## src/rtl/multicycle_ctrl_if.sv

```systemverilog
// Instruction/data bus handshake between the multicycle sequencer (master) and the memory side (slave).
interface multicycle_ctrl_if;
  logic imem_req;
  logic imem_ready;
  logic dmem_req;
  logic dmem_we;
  logic dmem_ready;

  modport master (
    output imem_req,
    output dmem_req,
    output dmem_we,
    input  imem_ready,
    input  dmem_ready
  );

  modport slave (
    input  imem_req,
    input  dmem_req,
    input  dmem_we,
    output imem_ready,
    output dmem_ready
  );
endinterface

```

## src/rtl/multicycle_ctrl.sv

```systemverilog
// Multicycle FETCH/DECODE/EXEC/MEM/WB sequencer for the RV32I core, with bus timeout and sticky fault.
// Optional feature: define ILLEGAL_TRAP_EN to trap instr_type 7 as an illegal opcode instead of a NOP.
module multicycle_ctrl #(
  parameter int TIMEOUT_CYCLES = 16,
  parameter int TO_W           = 5,
  parameter int RET_W          = 32
) (
  input  logic             clk,
  input  logic             rst,
  multicycle_ctrl_if.master bus,
  input  logic [2:0]       i_instr_type,
  input  logic             i_save_to_reg,
  input  logic             i_rd_memory,
  input  logic             i_wr_memory,
  input  logic             i_is_branch,
  input  logic             i_branch_taken,
  output logic             o_ir_en,
  output logic             o_alu_en,
  output logic             o_rf_we,
  output logic             o_pc_en,
  output logic             o_pc_sel,
  output logic             o_retire,
  output logic [RET_W-1:0] o_retired_cnt,
  output logic             o_fault,
  output logic [1:0]       o_fault_code,
  output logic [2:0]       o_state
);

  typedef enum logic [2:0] {
    S_IDLE   = 3'd0,
    S_FETCH  = 3'd1,
    S_DECODE = 3'd2,
    S_EXEC   = 3'd3,
    S_MEM    = 3'd4,
    S_WB     = 3'd5,
    S_FAULT  = 3'd7
  } state_t;

  localparam logic [TO_W-1:0]  TO_LAST = TO_W'(TIMEOUT_CYCLES - 1);
  localparam logic [TO_W-1:0]  TO_ONE  = TO_W'(1);
  localparam logic [RET_W-1:0] RET_ONE = RET_W'(1);
  localparam logic [1:0]       FC_BUS  = 2'd1;
  localparam logic [1:0]       FC_ILL  = 2'd2;

  state_t           r_state;
  state_t           w_nextState;
  logic [TO_W-1:0]  r_toCnt;
  logic [RET_W-1:0] r_retiredCnt;
  logic             r_fault;
  logic [1:0]       r_faultCode;
  logic [1:0]       w_faultCause;
  logic             w_toExpired;
  logic             w_wbNop;
  logic             w_busWait;

`ifdef ILLEGAL_TRAP_EN
  assign w_wbNop = 1'b0;
`else
  logic r_nop;

  // A type-7 instruction skips EXEC and must not write the regfile or take a target in WB.
  always_ff @(posedge clk or posedge rst) begin
    if (rst) begin
      r_nop <= 1'b0;
    end else if (r_state == S_DECODE) begin
      r_nop <= (i_instr_type == 3'd7);
    end
  end

  assign w_wbNop = r_nop;
`endif

  assign w_toExpired = (r_toCnt == TO_LAST);
  assign w_busWait   = ((r_state == S_FETCH) && !bus.imem_ready) ||
                       ((r_state == S_MEM)   && !bus.dmem_ready);

  always_ff @(posedge clk or posedge rst) begin
    if (rst) begin
      r_state <= S_IDLE;
    end else begin
      r_state <= w_nextState;
    end
  end

  always_comb begin
    w_nextState  = r_state;
    w_faultCause = 2'd0;
    case (r_state)
      S_IDLE: begin
        w_nextState = S_FETCH;
      end
      S_FETCH: begin
        if (bus.imem_ready) begin
          w_nextState = S_DECODE;
        end else if (w_toExpired) begin
          w_nextState  = S_FAULT;
          w_faultCause = FC_BUS;
        end
      end
      S_DECODE: begin
        if (i_instr_type == 3'd7) begin
`ifdef ILLEGAL_TRAP_EN
          w_nextState  = S_FAULT;
          w_faultCause = FC_ILL;
`else
          w_nextState  = S_WB;
`endif
        end else begin
          w_nextState = S_EXEC;
        end
      end
      S_EXEC: begin
        w_nextState = (i_rd_memory || i_wr_memory) ? S_MEM : S_WB;
      end
      S_MEM: begin
        if (bus.dmem_ready) begin
          w_nextState = S_WB;
        end else if (w_toExpired) begin
          w_nextState  = S_FAULT;
          w_faultCause = FC_BUS;
        end
      end
      S_WB: begin
        w_nextState = S_FETCH;
      end
      S_FAULT: begin
        w_nextState = S_FAULT;
      end
      default: begin
        w_nextState = S_IDLE;
      end
    endcase
  end

  // Strobes follow the registered state, so an async reset drops them (including bus requests) at once.
  always_comb begin
    bus.imem_req = 1'b0;
    bus.dmem_req = 1'b0;
    bus.dmem_we  = 1'b0;
    o_ir_en      = 1'b0;
    o_alu_en     = 1'b0;
    o_rf_we      = 1'b0;
    o_pc_en      = 1'b0;
    o_pc_sel     = 1'b0;
    o_retire     = 1'b0;
    case (r_state)
      S_FETCH: begin
        bus.imem_req = 1'b1;
        o_ir_en      = bus.imem_ready;
      end
      S_EXEC: begin
        o_alu_en = 1'b1;
      end
      S_MEM: begin
        bus.dmem_req = 1'b1;
        bus.dmem_we  = i_wr_memory;
      end
      S_WB: begin
        o_rf_we  = (i_save_to_reg || i_rd_memory) && !w_wbNop;
        o_pc_en  = 1'b1;
        o_pc_sel = i_is_branch && ((i_instr_type != 3'd3) || i_branch_taken) && !w_wbNop;
        o_retire = 1'b1;
      end
      default: begin
      end
    endcase
  end

  // Idling outside FETCH/MEM keeps the counter at zero, which is what clears it on entry.
  always_ff @(posedge clk or posedge rst) begin
    if (rst) begin
      r_toCnt <= '0;
    end else if (w_busWait) begin
      r_toCnt <= r_toCnt + TO_ONE;
    end else begin
      r_toCnt <= '0;
    end
  end

  always_ff @(posedge clk or posedge rst) begin
    if (rst) begin
      r_retiredCnt <= '0;
    end else if (r_state == S_WB) begin
      r_retiredCnt <= r_retiredCnt + RET_ONE;
    end
  end

  // The fault cause is captured only on the transition into FAULT and then held until reset.
  always_ff @(posedge clk or posedge rst) begin
    if (rst) begin
      r_fault     <= 1'b0;
      r_faultCode <= 2'd0;
    end else if ((w_nextState == S_FAULT) && (r_state != S_FAULT)) begin
      r_fault     <= 1'b1;
      r_faultCode <= w_faultCause;
    end
  end

  assign o_retired_cnt = r_retiredCnt;
  assign o_fault       = r_fault;
  assign o_fault_code  = r_faultCode;
  assign o_state       = r_state;

endmodule

```

## src/flat_wrapper.sv

```systemverilog
// flat-port wrapper written by rule: the top's interface ports become plain ports
module multicycle_ctrl_flat 
#(
  parameter int TIMEOUT_CYCLES = 16,
  parameter int TO_W           = 5,
  parameter int RET_W          = 32
)
  (clk, rst, i_instr_type, i_save_to_reg, i_rd_memory, i_wr_memory, i_is_branch, i_branch_taken, o_ir_en, o_alu_en, o_rf_we, o_pc_en, o_pc_sel, o_retire, o_retired_cnt, o_fault, o_fault_code, o_state, bus_imem_req, bus_dmem_req, bus_dmem_we, bus_imem_ready, bus_dmem_ready);
  multicycle_ctrl_if bus_i ();
  input  logic clk;
  input  logic rst;
  input  logic [2:0] i_instr_type;
  input  logic i_save_to_reg;
  input  logic i_rd_memory;
  input  logic i_wr_memory;
  input  logic i_is_branch;
  input  logic i_branch_taken;
  output logic o_ir_en;
  output logic o_alu_en;
  output logic o_rf_we;
  output logic o_pc_en;
  output logic o_pc_sel;
  output logic o_retire;
  output logic [RET_W-1:0] o_retired_cnt;
  output logic o_fault;
  output logic [1:0] o_fault_code;
  output logic [2:0] o_state;
  output wire logic [$bits(bus_i.imem_req)-1:0] bus_imem_req;
  output wire logic [$bits(bus_i.dmem_req)-1:0] bus_dmem_req;
  output wire logic [$bits(bus_i.dmem_we)-1:0] bus_dmem_we;
  input wire logic [$bits(bus_i.imem_ready)-1:0] bus_imem_ready;
  input wire logic [$bits(bus_i.dmem_ready)-1:0] bus_dmem_ready;
  assign bus_imem_req = bus_i.imem_req;
  assign bus_dmem_req = bus_i.dmem_req;
  assign bus_dmem_we = bus_i.dmem_we;
  assign bus_i.imem_ready = bus_imem_ready;
  assign bus_i.dmem_ready = bus_dmem_ready;
  multicycle_ctrl #(.TIMEOUT_CYCLES(TIMEOUT_CYCLES), .TO_W(TO_W), .RET_W(RET_W)) u_core (.clk(clk), .rst(rst), .bus(bus_i), .i_instr_type(i_instr_type), .i_save_to_reg(i_save_to_reg), .i_rd_memory(i_rd_memory), .i_wr_memory(i_wr_memory), .i_is_branch(i_is_branch), .i_branch_taken(i_branch_taken), .o_ir_en(o_ir_en), .o_alu_en(o_alu_en), .o_rf_we(o_rf_we), .o_pc_en(o_pc_en), .o_pc_sel(o_pc_sel), .o_retire(o_retire), .o_retired_cnt(o_retired_cnt), .o_fault(o_fault), .o_fault_code(o_fault_code), .o_state(o_state));
endmodule
```

## config.mk

```make
export PLATFORM = sky130hd
export DESIGN_NAME = multicycle_ctrl_flat
export DESIGN_NICKNAME = d
export VERILOG_FILES = /design/src/rtl/multicycle_ctrl_if.sv /design/src/rtl/multicycle_ctrl.sv /design/src/flat_wrapper.sv
export SDC_FILE = /design/constraint.sdc
export NUM_CORES = 1
export LEC_CHECK = 0
export CELL_PAD_IN_SITES_DETAIL_PLACEMENT = 1
export CELL_PAD_IN_SITES_GLOBAL_PLACEMENT = 2
export CORE_MARGIN = 8
export CORE_UTILIZATION = 32
export DETAILED_ROUTE_END_ITERATION = 8
export PLACE_DENSITY_LB_ADDON = 0.15
export REMOVE_ABC_BUFFERS = 1
export SETUP_SLACK_MARGIN = 0.4
export SLEW_MARGIN = 20
export SYNTH_ARGS = -nofsm -noshare
export SYNTH_HDL_FRONTEND = slang
export SYNTH_SLANG_ARGS = --single-unit
```

## constraint.sdc

```tcl
create_clock -name clk -period 2.3 [get_ports clk]
set_input_delay 0.46 -clock clk [delete_from_list [all_inputs] [get_ports clk]]
set_output_delay 0.46 -clock clk [all_outputs]
set_load 0.01 [all_outputs]
```

* Word-level counts from Yosys, hierarchy flattened
Index checks and enable logic that the tools add are counted. W data, S select, Z words.
Storage, ports and cells: bits in registers 44, logic and storage cells 53, input bits 12, output and inout port bits 47
Operators by class: reduce and logical (&&, ||, !) cells 15, multiplexer cells 19, equal/unequal tests 11, $add $sub $neg 2
Operators by type and width (number):
- $add A32 B1 Y32 const B | 1
- $pmux W3 S6 | 1
- $eq A3 B3 Y1 const B | 5
- $mux W3 | 4
- $mux W1 | 10
- $eq A3 B2 Y1 const B | 2
- $logic_and A1 B1 Y1 | 6
- $add A5 B1 Y5 const B | 1
- $eq A5 B4 Y1 const B | 1
- $mux W5 | 1
- $logic_or A1 B1 Y1 | 4
- $mux W2 | 2
- $pmux W2 S2 | 1
- $eq A3 B1 Y1 const B | 1
- $logic_not A1 Y1 | 3
- $logic_not A3 Y1 | 1
- $ne A3 B2 Y1 const B | 1
- $ne A3 B3 Y1 const B | 1
- $reduce_or A2 Y1 | 1

* Longest topological paths before layout
depth after elaboration 6, depth in mapped cells 7, mapped depth without buffers 7

* Worst setup path before layout
Ideal clock, no wire load.
path type reg2out, from reg u_core.r_state[1], in the netlist u_core.o_state[1], to out o_pc_sel, data required time 1.840 ns, stages on the path, launching flop included 5, path buffers 2, arrival time 1.172 ns, setup slack 0.668 ns, path through dfrtp_1 buf_6 nand3b_4 buf_6 nor3_1
Between the ends: word-level cells in the longest chain between the ends 2
Ends and longest elaborated chain:
- start: declaration | RTL line multicycle_ctrl.sv:45 | state_t r_state;
- start signal: assignment | RTL line multicycle_ctrl.sv:81 | r_state <= w_nextState;
- $eq A3 B3 Y1 | RTL line multicycle_ctrl.sv:146 | case (r_state)
- $mux W1 | RTL line multicycle_ctrl.sv:146
- end: declaration | RTL line flat_wrapper.sv:22 | output logic o_pc_sel;
No other way between the ends.

* Worst setup path after layout
from reg u_core.r_state[1], in the netlist u_core.o_state[1], to out o_ir_en
Between the ends: word-level cells in the longest chain between the ends 2
Ends and longest elaborated chain:
- $eq A3 B1 Y1 | RTL line multicycle_ctrl.sv:146
- $mux W1 | RTL line multicycle_ctrl.sv:146
- end: declaration | RTL line flat_wrapper.sv:18 | output logic o_ir_en;
No other way between the ends.

==> flow_summary.toml <==
[outcome]
status = "completed"

[timing]
rsz0062_at_grt = "yes"
tightest_slew_ns = 0.611
fmax_mhz = 532
maxSlewHeadroom_pct = 59.0
final-hold-violation-count = 0
drv_slew = 0
finalSetupViolCount = 0
fin_tns_setup_ns = 0
fin_skew_ns = 0.0118
fin_crit_ns = 1.88
post-route-period-util_pct = 81.8

[route]
drt_iter0_drc = 21
final_antenna_net_count = 0
first_pass_iters = 4
vias = 1723
route.detailed.drc = 0
wirelength_mm = 5.54
avgViaCountPerCell = 4.95
wl_per_cell_um = 15.9

[placed_design]
placed_area_sq_um = 2790
portBuffers = 57
dpl.hpwl_mm = 4.02
gp_congestion = 0.718

[global_routing]
grt_util_all_layers_pct = 12.1
antenna_found_initial = 0
grt_pass1_wl_mm = 9.52
grt_pass1_vias = 1950
overflow = 0
grt_max_degree = 44

[floorplan]
die_area_sq_um = 9540
initial_utilization_pct = 33.4
core_area_sq_um = 6390
boundaryPins = 59
num_rows = 29
die_x_um = 97.7
die-height_um = 97.7

[synth]
synth_edf_count = 0
yosysSeqAreaShare_pct = 50.4
synthDistinctLibCells = 35
netlist.area_leader.share_pct = 50.4
yosys.area.top_type = "dfrtp_1"
ys_ff_latch = 43
syn_area_per_cell_sq_um = 10.5
synthArstFlopShare_pct = 100
synthTopCellsByArea = "dfrtp_1 50%, xnor2_1 11%, nand3_1 4.5%"
synthFlopType = "dfrtp_1"
synth_cells = 203
yosys_warnings = 0
post_synth_instance_area_sq_um = 2130

[setup_path]
cp_top_family = "flip-flops"
crit_type = "reg -> out"
cpPeakStageDelay_ns = 0.47
startpoint_type = "flip-flop"
cp.required_ns = 1.84
crit_fanout = 6
crit_arrival_ns = 1.42
crit_path_end_kind = "output port"
path_cells = "buf_4, nor2_1, and2_1, dlygate4sd2_1"
timing.critical_path.buf_inv = 2
cpMaxStageDelayCell = "dfrtp_2"

[worst_hold_path]
hp-class = "reg -> reg"

[cells_and_area]
final_nets = 285
stdcell_area_sq_um = 2970
area_growth_pct = 39.2
diodes = 0
nFillCells = 721
drive_gt1_share_pct = 12.2
final_common_cell = "clkdlybuf4s50_1"
seqCellArea_sq_um = 1080
final_cell_mix = "46 x clkdlybuf4s50_1, 40 x dfrtp_1, 27 x xnor2_1"
multi_input_area_sq_um = 1020

[clocking]
cts.reportedPaths.clkPinSlew_ns = 0.08
clk_latency_ns = 0.30
cts_tree = "built"
cts.path.max_buffers = 2
cts-root-buf = "clkbuf_8"
cts_num_sinks = 43
cts_max_level = 2
cts_buffers = 5
postCtsHoldBufs = 0

[power]
power_mw = 2.39
peakVddDrop_uv = 403
leakagePower_nw = 1.38
powerDensity_nw_per_um2 = 804

[job]
drv_cap = 0
final timing paths:
kind | slack (ns) | cells after the start | start | end
max in group asynchronous | 1.28 | 3 | rst | u_core.o_retired_cnt[8]$_DFFE_PP0P_
min in group asynchronous | 0.61 | 3 | rst | u_core.o_retired_cnt[4]$_DFFE_PP0P_
worst min-delay path | 0.47 | 1 | u_core.o_fault$_DFFE_PP0P_ | u_core.o_fault$_DFFE_PP0P_
worst max register to register | 0.55 | 4 | u_core.o_retired_cnt[18]$_DFFE_PP0P_ | u_core.o_retired_cnt[25]$_DFFE_PP0P_
worst max-delay path | 0.42 | 4 | u_core.o_state[1]$_DFF_PP0_ | o_ir_en
worst min register to register | 0.47 | 1 | u_core.o_fault$_DFFE_PP0P_ | u_core.o_fault$_DFFE_PP0P_
registers in the layout, indices dropped and copies added (netlist names):
signal,count
u_core.o_fault,1
u_core.o_fault_code,1
u_core.o_state,3
u_core.o_retired_cnt,32
u_core.r_nop,1
u_core.r_toCnt,5
Yosys cell counts, types with 2 or more instances:
library cell and n:
nand2_1 20, ha_1 3, xor2_1 6, a21o_1 2
and4_1 2, nor3_4 2, o21ai_0 3, buf_6 2
xnor2_1 27, nand4_1 11, and2_1 4, nor2_1 21
nand3_1 19, buf_4 2, inv_1 7, dfrtp_1 43
nand2b_1 2, and3_1 7, nor3_1 4
final cells by class:
| type | instances | share of cell area (%) |
|---|---|---|
| well taps | 77 | 3.24 |
| multi-input cells | 149 | 34.5 |
| clock inverters | 2 | 2.02 |
| flip-flops and latches | 43 | 36.4 |
| inverters | 7 | 0.885 |
| clock buffers | 6 | 2.44 |
| repair buffers | 64 | 20.5 |
routing by layer:
layer	vias up	wire length, um	GRT usage (%)
li1	830	-	-
met1	840	2620	14.7
met2	48	2460	18.9
met3	5	406	4.98
met4	0	62	3.50
met5	-	0	0
per-stage QoR:
stage	util [%]	setup WS (ns)	hold WS, ns	std cells
3_5_place_dp	43.7	0.0860	0.452	337
5_1_grt	46.5	0.326	0.494	348
4_1_cts	45.9	0.362	0.471	347
3_3_place_gp	43.7	0.117	0.444	337
6_report	46.5	0.419	0.466	348
2_1_floorplan	-	0.696	0.433	199
logic make-up after synthesis:
logic type / Yosys count / synth area share, %
and+or+nand+nor: 101 / 27.7
DFF: 43 / 50.4
xor gates and xnor gates: 33 / 13.5
AOI/OAI and AO/OA: 11 / 3.40
buffers and inverters: 11 / 2.99
adders and majority gates: 3 / 1.76
other: 1 / 0.176
power breakdown:
group          switching [mW]  internal [mW]  total [mW]
Sequential              0.108          0.838       0.947
Clock                   0.272          0.434       0.707
Combinational           0.371          0.361       0.732
what timing repair did:
item,in CTS,in global routing
pin swaps,1,2
setup buffers,2,1
hold endpoints to repair,0,0
cloned,0,0
resized for setup,17,12
endpoints found under the setup margin,16,14
No activity file was read; power rests on OpenSTA's default activity.
